==> src/rtl/ela_mem_arbiter.sv <==
// ela_mem_arbiter: single-port frame SRAM arbiter for three requesters.
// Round-robin with lockable bursts, capped at MAX_BURST while others wait.
module ela_mem_arbiter #(
    parameter int AW = 10,
    parameter int DW = 8,
    parameter int MAX_BURST = 8
) (
    input  logic          clk,
    input  logic          rst,
    input  logic [2:0]    req,
    input  logic [2:0]    lock,
    input  logic [2:0]    we,
    input  logic [AW-1:0] addr0,
    input  logic [AW-1:0] addr1,
    input  logic [AW-1:0] addr2,
    input  logic [DW-1:0] wdata0,
    input  logic [DW-1:0] wdata1,
    input  logic [DW-1:0] wdata2,
    output logic [2:0]    gnt,
    output logic [2:0]    rvalid,
    output logic [DW-1:0] rdata,
    output logic          mem_cen,
    output logic          mem_wen,
    output logic [AW-1:0] mem_addr,
    output logic [DW-1:0] mem_wdata,
    input  logic [DW-1:0] mem_rdata
);
    localparam logic [1:0] NONE = 2'd3;
    localparam logic [3:0] LIMIT = 4'(MAX_BURST - 1);

    logic [1:0] owner, last, idx, n1, n2;
    logic [3:0] bcnt;
    logic [2:0] rd_pend, own_oh, rr_sel, sel;
    logic       own_keep, lock_sel;

    function automatic logic [2:0] oh(input logic [1:0] i);
        return 3'b001 << i;
    endfunction

    function automatic logic [1:0] nxt(input logic [1:0] i);
        return (i == 2'd2) ? 2'd0 : i + 2'd1;
    endfunction

    always_comb begin
        n1 = nxt(last);
        n2 = nxt(n1);
        own_oh = (owner == NONE) ? 3'b000 : oh(owner);
        // the owner keeps the port unless it has used up its burst and someone else waits
        own_keep = |(req & own_oh) && !(bcnt >= LIMIT && |(req & ~own_oh));
        rr_sel = |(req & oh(n1))   ? oh(n1) :
                 |(req & oh(n2))   ? oh(n2) :
                 |(req & oh(last)) ? oh(last) : 3'b000;
        sel = rst ? 3'b000 : own_keep ? own_oh : rr_sel;
        idx = sel[2] ? 2'd2 : sel[1] ? 2'd1 : 2'd0;
        lock_sel = |(sel & lock);
    end

    assign gnt       = sel;
    assign mem_cen   = |sel;
    assign mem_wen   = |(sel & we);
    assign mem_addr  = sel[0] ? addr0 : sel[1] ? addr1 : sel[2] ? addr2 : '0;
    assign mem_wdata = !mem_wen ? '0 : sel[0] ? wdata0 : sel[1] ? wdata1 : wdata2;
    assign rvalid    = rd_pend;
    assign rdata     = mem_rdata;

    always_ff @(posedge clk or posedge rst) begin
        if (rst) begin
            owner   <= NONE;
            last    <= 2'd2;
            bcnt    <= 4'd0;
            rd_pend <= 3'b000;
        end else begin
            rd_pend <= sel & ~we;
            if (|sel) begin
                last  <= idx;
                owner <= lock_sel ? idx : NONE;
                bcnt  <= (lock_sel && owner == idx) ? bcnt + 4'd1 : 4'd0;
            end else begin
                owner <= NONE;
                bcnt  <= 4'd0;
            end
        end
    end
endmodule

==> config.mk <==
export PLATFORM = sky130hd
export DESIGN_NAME = ela_mem_arbiter
export DESIGN_NICKNAME = d
export VERILOG_FILES = /design/src/rtl/ela_mem_arbiter.sv
export SDC_FILE = /design/constraint.sdc
export NUM_CORES = 1
export LEC_CHECK = 0
export ABC_CLOCK_PERIOD_IN_PS = 2350
export CORE_MARGIN = 2
export CORE_UTILIZATION = 28
export CTS_CLUSTER_DIAMETER = 150
export DETAILED_ROUTE_END_ITERATION = 8
export PLACE_DENSITY = 0.75
export SYNTH_ARGS = -nofsm -noshare
export SYNTH_HDL_FRONTEND = slang
export SYNTH_SLANG_ARGS = --single-unit
==> constraint.sdc <==
create_clock -name clk -period 2.35 [get_ports clk]
set_clock_uncertainty 0.05 [all_clocks]
set_input_delay 0.47 -clock clk [delete_from_list [all_inputs] [get_ports clk]]
set_output_delay 0.47 -clock clk [all_outputs]
set_load 0.01 [all_outputs]
== After elaboration in Yosys (flattened, before gate mapping) ==
Index checks and enable logic that the tools add are counted.
Cells by class
  div/mod/pow operators: 0
  bitwise logic cells: 10
  add/sub/neg operators: 3
  $mul: 0
  magnitude comparators: 1
  multiplexer cells: 20
  reductions and logical operators: 12
  equality and inequality tests: 4
  shifts and indexed selects: 4
Operators by type and width (number)
  two-way mux 10 bit: 3
  AND 3 bit: 8
  two-way mux 8 bit: 3
  OR reduction 3 bit: 8
  two-way mux 3 bit: 6
  left shift 1 x 2 -> 3 bit, first input constant: 4
  two-way mux 2 bit: 5
  two-way mux 4 bit: 2
  equality test 2 bit, second input constant: 3
  NOT 3 bit: 2
  adder 2 x 1 -> 2 bit, second input constant: 2
  adder 4 x 1 -> 4 bit, second input constant: 1
  >= comparator 4 x 3 -> 1 bit, second input constant: 1
  logical AND 1 bit: 3
  equality test 2 bit: 1
  logical NOT 1 bit: 1
  two-way mux 1 bit: 1
Word-level totals
  register bits after elaboration: 11
  output and inout port bits: 34
  bits in writable memories: 0
  input port bits: 73
  memories kept: 0
  latch bits: 0
  bits in read-only memories: 0

== Longest topological paths before layout ==
  word-level depth: 17
  mapped depth: 9
  gate-level depth less buffers: 7

== Worst setup path before layout ==
Ideal clock, no wire load.
  path type: flip-flop to output port
  start point: reg bcnt[0]
  end point: out mem_wdata[0]
  buffers on the path: 1
  cell stages (with the launch flop): 8
  data arrival time: 2.032 ns
  setup slack: -0.202 ns
  cells stage by stage: dfrtp_1 > ha_1 > a21oi_1 > o21bai_1 > o2bb2ai_1 > a222oi_1 > buf_2 > nor3_1
On the way
  word-level cells in the longest chain between the ends: 9
  elaborated cells between the ends (all ways): 11
Ends and longest elaborated chain
  start: declaration: RTL line 32  | logic [3:0] bcnt;
  start signal: assignment: RTL line 77  | bcnt <= (lock_sel && owner == idx) ? bcnt + 4'd1 : 4'd0;
  >= comparator 4 x 3 -> 1 bit (*): RTL line 49  | own_keep = |(req & own_oh) && !(bcnt >= LIMIT && |(req & ~own_oh));
  logical AND 1 bit (*): RTL line 49
  logical NOT 1 bit (*): RTL line 49
  logical AND 1 bit (*): RTL line 49
  two-way mux 3 bit (*) (2 in a row): RTL line 53  | sel = rst ? 3'b000 : own_keep ? own_oh : rr_sel;
  AND 3 bit / two-way mux 8 bit (equally long branches): RTL line 60, 62
  OR reduction 3 bit / two-way mux 8 bit (equally long branches): RTL line 60, 62
  two-way mux 8 bit (*): RTL line 62  | assign mem_wdata = !mem_wen ? '0 : sel[0] ? wdata0 : sel[1] ? wdata1 : wdata2;
  end: declaration: RTL line 25  | output logic [DW-1:0] mem_wdata,
Mark *: on every way between the ends. The rest lies on a longest branch, timed or not.

== Final worst setup path ==
  start point: reg owner[0]
  end point: out mem_wdata[6]
On the way
  word-level cells in the longest chain between the ends: 13
  elaborated cells between the ends (all ways): 18
Ends and longest elaborated chain
  start: declaration: RTL line 31  | logic [1:0] owner, last, idx, n1, n2;
  start signal: assignment: RTL line 76  | owner <= lock_sel ? idx : NONE;
  equality test 2 bit / left shift 1 x 2 -> 3 bit (equally long branches): RTL line 47, 37
  two-way mux 3 bit (*): RTL line 47  | own_oh = (owner == NONE) ? 3'b000 : oh(owner);
  NOT 3 bit: RTL line 49
  AND 3 bit: RTL line 49
  OR reduction 3 bit: RTL line 49
  logical AND 1 bit: RTL line 49
  logical NOT 1 bit: RTL line 49
  logical AND 1 bit: RTL line 49
  two-way mux 3 bit (*) (2 in a row): RTL line 53
  AND 3 bit / two-way mux 8 bit (equally long branches): RTL line 60, 62
  OR reduction 3 bit / two-way mux 8 bit (equally long branches): RTL line 60, 62
  two-way mux 8 bit (*): RTL line 62
Marks and branches as above.

==> results.txt <==
----------------------------------------------------
[Drt]
  Highest signal layer in the routed design ... met4
  Mean number of vias per cell ... 5.16
  Total vias in the final route ... 1693
  Drt pass-1 iters ... 4
  Detailed route wirelength on metal3 ... 341 um
  Number of design rule violations left after detail routing ... 0
  Metal1 wirelength ... 2.03 mm
  Length of routed met2 wiring ... 2.89 mm
  DRC violation total after the first TritonRoute iteration ... 71
  Wire length per cell after detailed routing ... approximately 16 um
  DRT Wirelength ... 5.31 mm
  Post-route ant nets ... 0

[Timing]
  Worst Setup Slack, final ... -633 ps
  Unrepaired setup endpoints after global routing ... true
  Period utilization ... 127%
  Total Neg Setup Slack ... -10870 ps
  Final-report setup violation count ... 23
  Maximum frequency from static timing analysis ... approximately 340 MHz
  Hold violation count in the final report ... 0
  Post-layout minimum cycle time ... 2980 ps
  Pins Over Slew Limit ... 0
  Relative slew margins ... 72.9%
  Worst Tran Pin Value ... 404 ps

[Floorplan]
  Die width ... slightly below 70 um
  Ports placed on the boundary ... 107
  Floorplan core area ... 0.00397 mm^2
  Die boundary height ... between 60 and 70 um
  Die area ... 0.00460 mm^2
  Site Rows ... 23
  Effective utilization at floorplan ... 28.7%

[Critical path]
  Worst reg2reg path startpoint ... owner[0]
  Setup slack on the worst flop-to-flop path ... around 70 ps
  R2R depth ... 11
  Critical Path Sink Type ... output pin
  Worst setup path endpoint ... mem_wdata[6]
  Maximum fanout count along the critical path ... 5
  Nature of the critical path startpoint ... register
  Crit path kind ... reg2out
  Slowest library cell on the worst path ... sky130_fd_sc_hd__dfstp_2
  CP Depth ... 10
  Critical Path, Cell by Cell ... mux2i_2 -> o21ai_2 -> o21ai_4 -> mux2i_2 -> inv_2 -> a222oi_1 -> buf_4 -> buf_6 -> nor3_1 -> buf_2
  CP peak stage delay ... 580 ps
  Required time of the critical path ... 1830 ps
  Buffering stage count on the worst path with inverters included ... 4
  Kind of cell with the highest combined delay on the critical path ... flip-flops
  Worst Setup SP ... owner[0]
  Capturing point of the worst reg2reg path ... bcnt[2]
  Data arrival time of the worst path ... roughly 2500 ps
  Top cell by count, worst path ... sky130_fd_sc_hd__mux2i_2

[Cells and area]
  Final #Nets ... between 300 and 400
  Number of fillers in the final layout ... between 300 and 400
  Fraction of layout cells with a size suffix above 1 ... roughly two fifths
  Synth-to-Final Area Change ... 128%
  Antenna Cells ... 0

[Logic synthesis]
  Syn avg cell area ... 7.27 um^2
  Multiplexer area fraction after synthesis ... 4.71%
  Cell type contributing the most total cell area after synthesis ... sky130_fd_sc_hd__dfrtp_1
  Post-Syn Nets ... 231
  Count of mapped cells out of synthesis ... 157
  Leading register cell type out of synthesis ... sky130_fd_sc_hd__dfrtp_1
  Synth async-reset ratio ... 100%
  Cell variety after synth ... 38
  XOR/XNOR Fraction of Synth Area ... 1.54%
  Share of the yosys chip area belonging to registers ... around 24%
  Number of warnings issued by yosys ... 0
  Netlist area before placement ... between 0.001 and 0.0015 mm^2
  Proportion of netlist area held by the largest area contributor ... 17.5%
  Count of flip-flops with a built-in enable after synthesis ... 0
  Post-synthesis sequential element count ... 11
  Synthesized-area fraction occupied by ao, oa, aoi and oai cells ... roughly 29%
  Most common cell in the netlist ... sky130_fd_sc_hd__nor2_1
  Main area contributors after synthesis ... sky130_fd_sc_hd__dfrtp_1, sky130_fd_sc_hd__nor2_1, sky130_fd_sc_hd__a221oi_1, sky130_fd_sc_hd__dfstp_2, sky130_fd_sc_hd__buf_4
  Adder-cell share of the synthesized area ... 1.10%
  Synth Area in Simple Gates ... between 20% and 30%
  Largest family of logic cells by synthesized area ... compound AO/OA/AOI/OAI gates
  Top cells by count, synth ... sky130_fd_sc_hd__nor2_1, sky130_fd_sc_hd__a221oi_1, sky130_fd_sc_hd__buf_4, sky130_fd_sc_hd__nor3_1

[Global routing]
  Wire length of the first global-routing pass ... 7.69 mm
  Vias in the first global route ... between 1500 and 2000
  Number of antenna violations at the first check in global routing ... 0
  Overflow left after global routing ... 0
  Largest net degree at the start of global routing ... 14
  Total routing usage reported by global routing ... 21.9%

[Power]
  Relative contribution of the clock network to total power ... 11.5%
  Psw ... 679 uW
  Cell-internal power ... 1030 uW
  Combinational Power Share ... 72.7%
  IR drop worst, VDD ... 0.304 mV
  Power, Total ... 1710 uW
  Switching Fraction ... 39.7%
  Areal power density over the cells ... ~660 mW/mm^2
  Register share of total power ... 15.7%
  Cell leakage power ... 0.00113 uW

[Clocking]
  CTS buffer count ... 3
  CTS Buffer Depth ... 2
  Clock transition time at the flip-flop clock pins of the worst setup and hold paths ... roughly 60 ps
  CTS tree ... yes
  CTS H-tree depth ... 1
  Clock sink count ... 11
  Root buffer selected by CTS ... sky130_fd_sc_hd__clkbuf_8
  Clock latency on the worst-skew pair ... 240 ps
  Number of buffers inserted for hold repair after clock tree synthesis ... 0

[Outcome]
  Failing checks ... setup timing
  Outcome ... finished with violations

[Worst hold path]
  Worst hold-check path type ... reg2reg
  WHS Path Cells ... 3

[Job]
  # Max-Cap Violations ... 0

[Placement]
  Buffers added on ports ... 90
  Gpl congestion ... roughly 0.77
  Dpl hpwl ... 3.59 mm

----------------------------------------------------
flip-flops by register name (all words and copies together) (netlist names):
register / flops
bcnt: 4
rvalid: 3
last: 2
owner: 2
layer usage:
layer / GRT usage (%) / vias up
met5: 0 / -
met4: 5.50 / 0
met3: 4.44 / 8
met2: 40.9 / 79
met1: 25.3 / 796
li1: - / 810
worst min-delay path by stage:
stage / start / end / slack (ps)
after floorplan: bcnt[0] / bcnt[0] / 390
after global placement: bcnt[0] / bcnt[0] / 470
after detailed placement: bcnt[0] / bcnt[0] / 480
after CTS: bcnt[0] / bcnt[0] / 490
after global routing: last[1] / last[1] / 640
final: last[1] / last[1] / 610
kinds of logic (layout without fill, tap and decap cells):
logic type                 after synthesis  in the layout
AOI/OAI and AO/OA                       44             44
DFF                                     11             11
and+or+nand+nor                         68             68
adders and majority gates                1              1
buffers and inverters                   26            147
xor gates and xnor gates                 2              2
muxes                                    5              5
metrics by stage:
| stage | util (%) | std cells | instance area [um^2] | hold slack, ps | worst slack [ps] |
|---|---|---|---|---|---|
| floorplan | - | 157 | 1170 | 389 | -111 |
| global placement | 57.9 | 314 | 2300 | 468 | -1050 |
| detailed placement | 57.9 | 314 | 2300 | 478 | -1100 |
| CTS | 63.5 | 325 | 2520 | 492 | -604 |
| global route | 65.5 | 328 | 2600 | 639 | -751 |
| finish | 65.5 | 328 | 2600 | 612 | -633 |
worst reg2reg max path, delay by kind of cell, from the launching register on:
kind                   cells  cell delay [ps]
buffers and inverters      5              720
flip-flops                 1              580
AO/OA/AOI/OAI              4              400
multiplexers               1              240
AND/OR/NAND/NOR            1              200
power groups by stage:
stage          Combinational, uW  Sequential (uW)  Clock, uW
2_1_floorplan                491              268          0
3_3_place_gp                1050              270          0
3_5_place_dp                1060              269          0
4_1_cts                     1180              265        197
5_1_grt                     1330              273        213
6_report                    1250              269        198
area by class of cell:
class	count	area (um^2)	area share (%)
Clock buffer	4	45.0	1.73
Inverter	6	22.5	0.865
Multi-Input combinational cell	120	907	34.9
Sequential cell	11	279	10.7
Tap cell	50	62.6	2.40
Timing Repair Buffer	137	1290	49.4
cell usage in the layout, fill, tap and decap left out, drive strengths merged, types with 3 or more instances in the layout:
cell type | netlist | layout
nor3 | 10 | 10
dfstp | 3 | 3
a21oi | 6 | 6
dfrtp | 8 | 8
o21ai | 5 | 5
a221oi | 10 | 10
o22ai | 8 | 8
mux2i | 5 | 5
nor2 | 36 | 36
a31oi | 3 | 3
nor3b | 4 | 4
nand2 | 8 | 8
nor2b | 3 | 3
dlygate4sd2 | 0 | 3
clkdlybuf4s50 | 0 | 64
clkdlybuf4s15 | 0 | 6
buf | 14 | 63
inv | 6 | 6
clkbuf | 6 | 5
what timing repair did:
item / 4_1_cts / 5_1_grt
resized for setup: 114 / 24
gates cloned: 2 / 0
pin swaps: 8 / 6
endpoints found under the setup margin: 27 / 26
buffers inserted: 5 / 3
(Power assumes the default switching activity.)
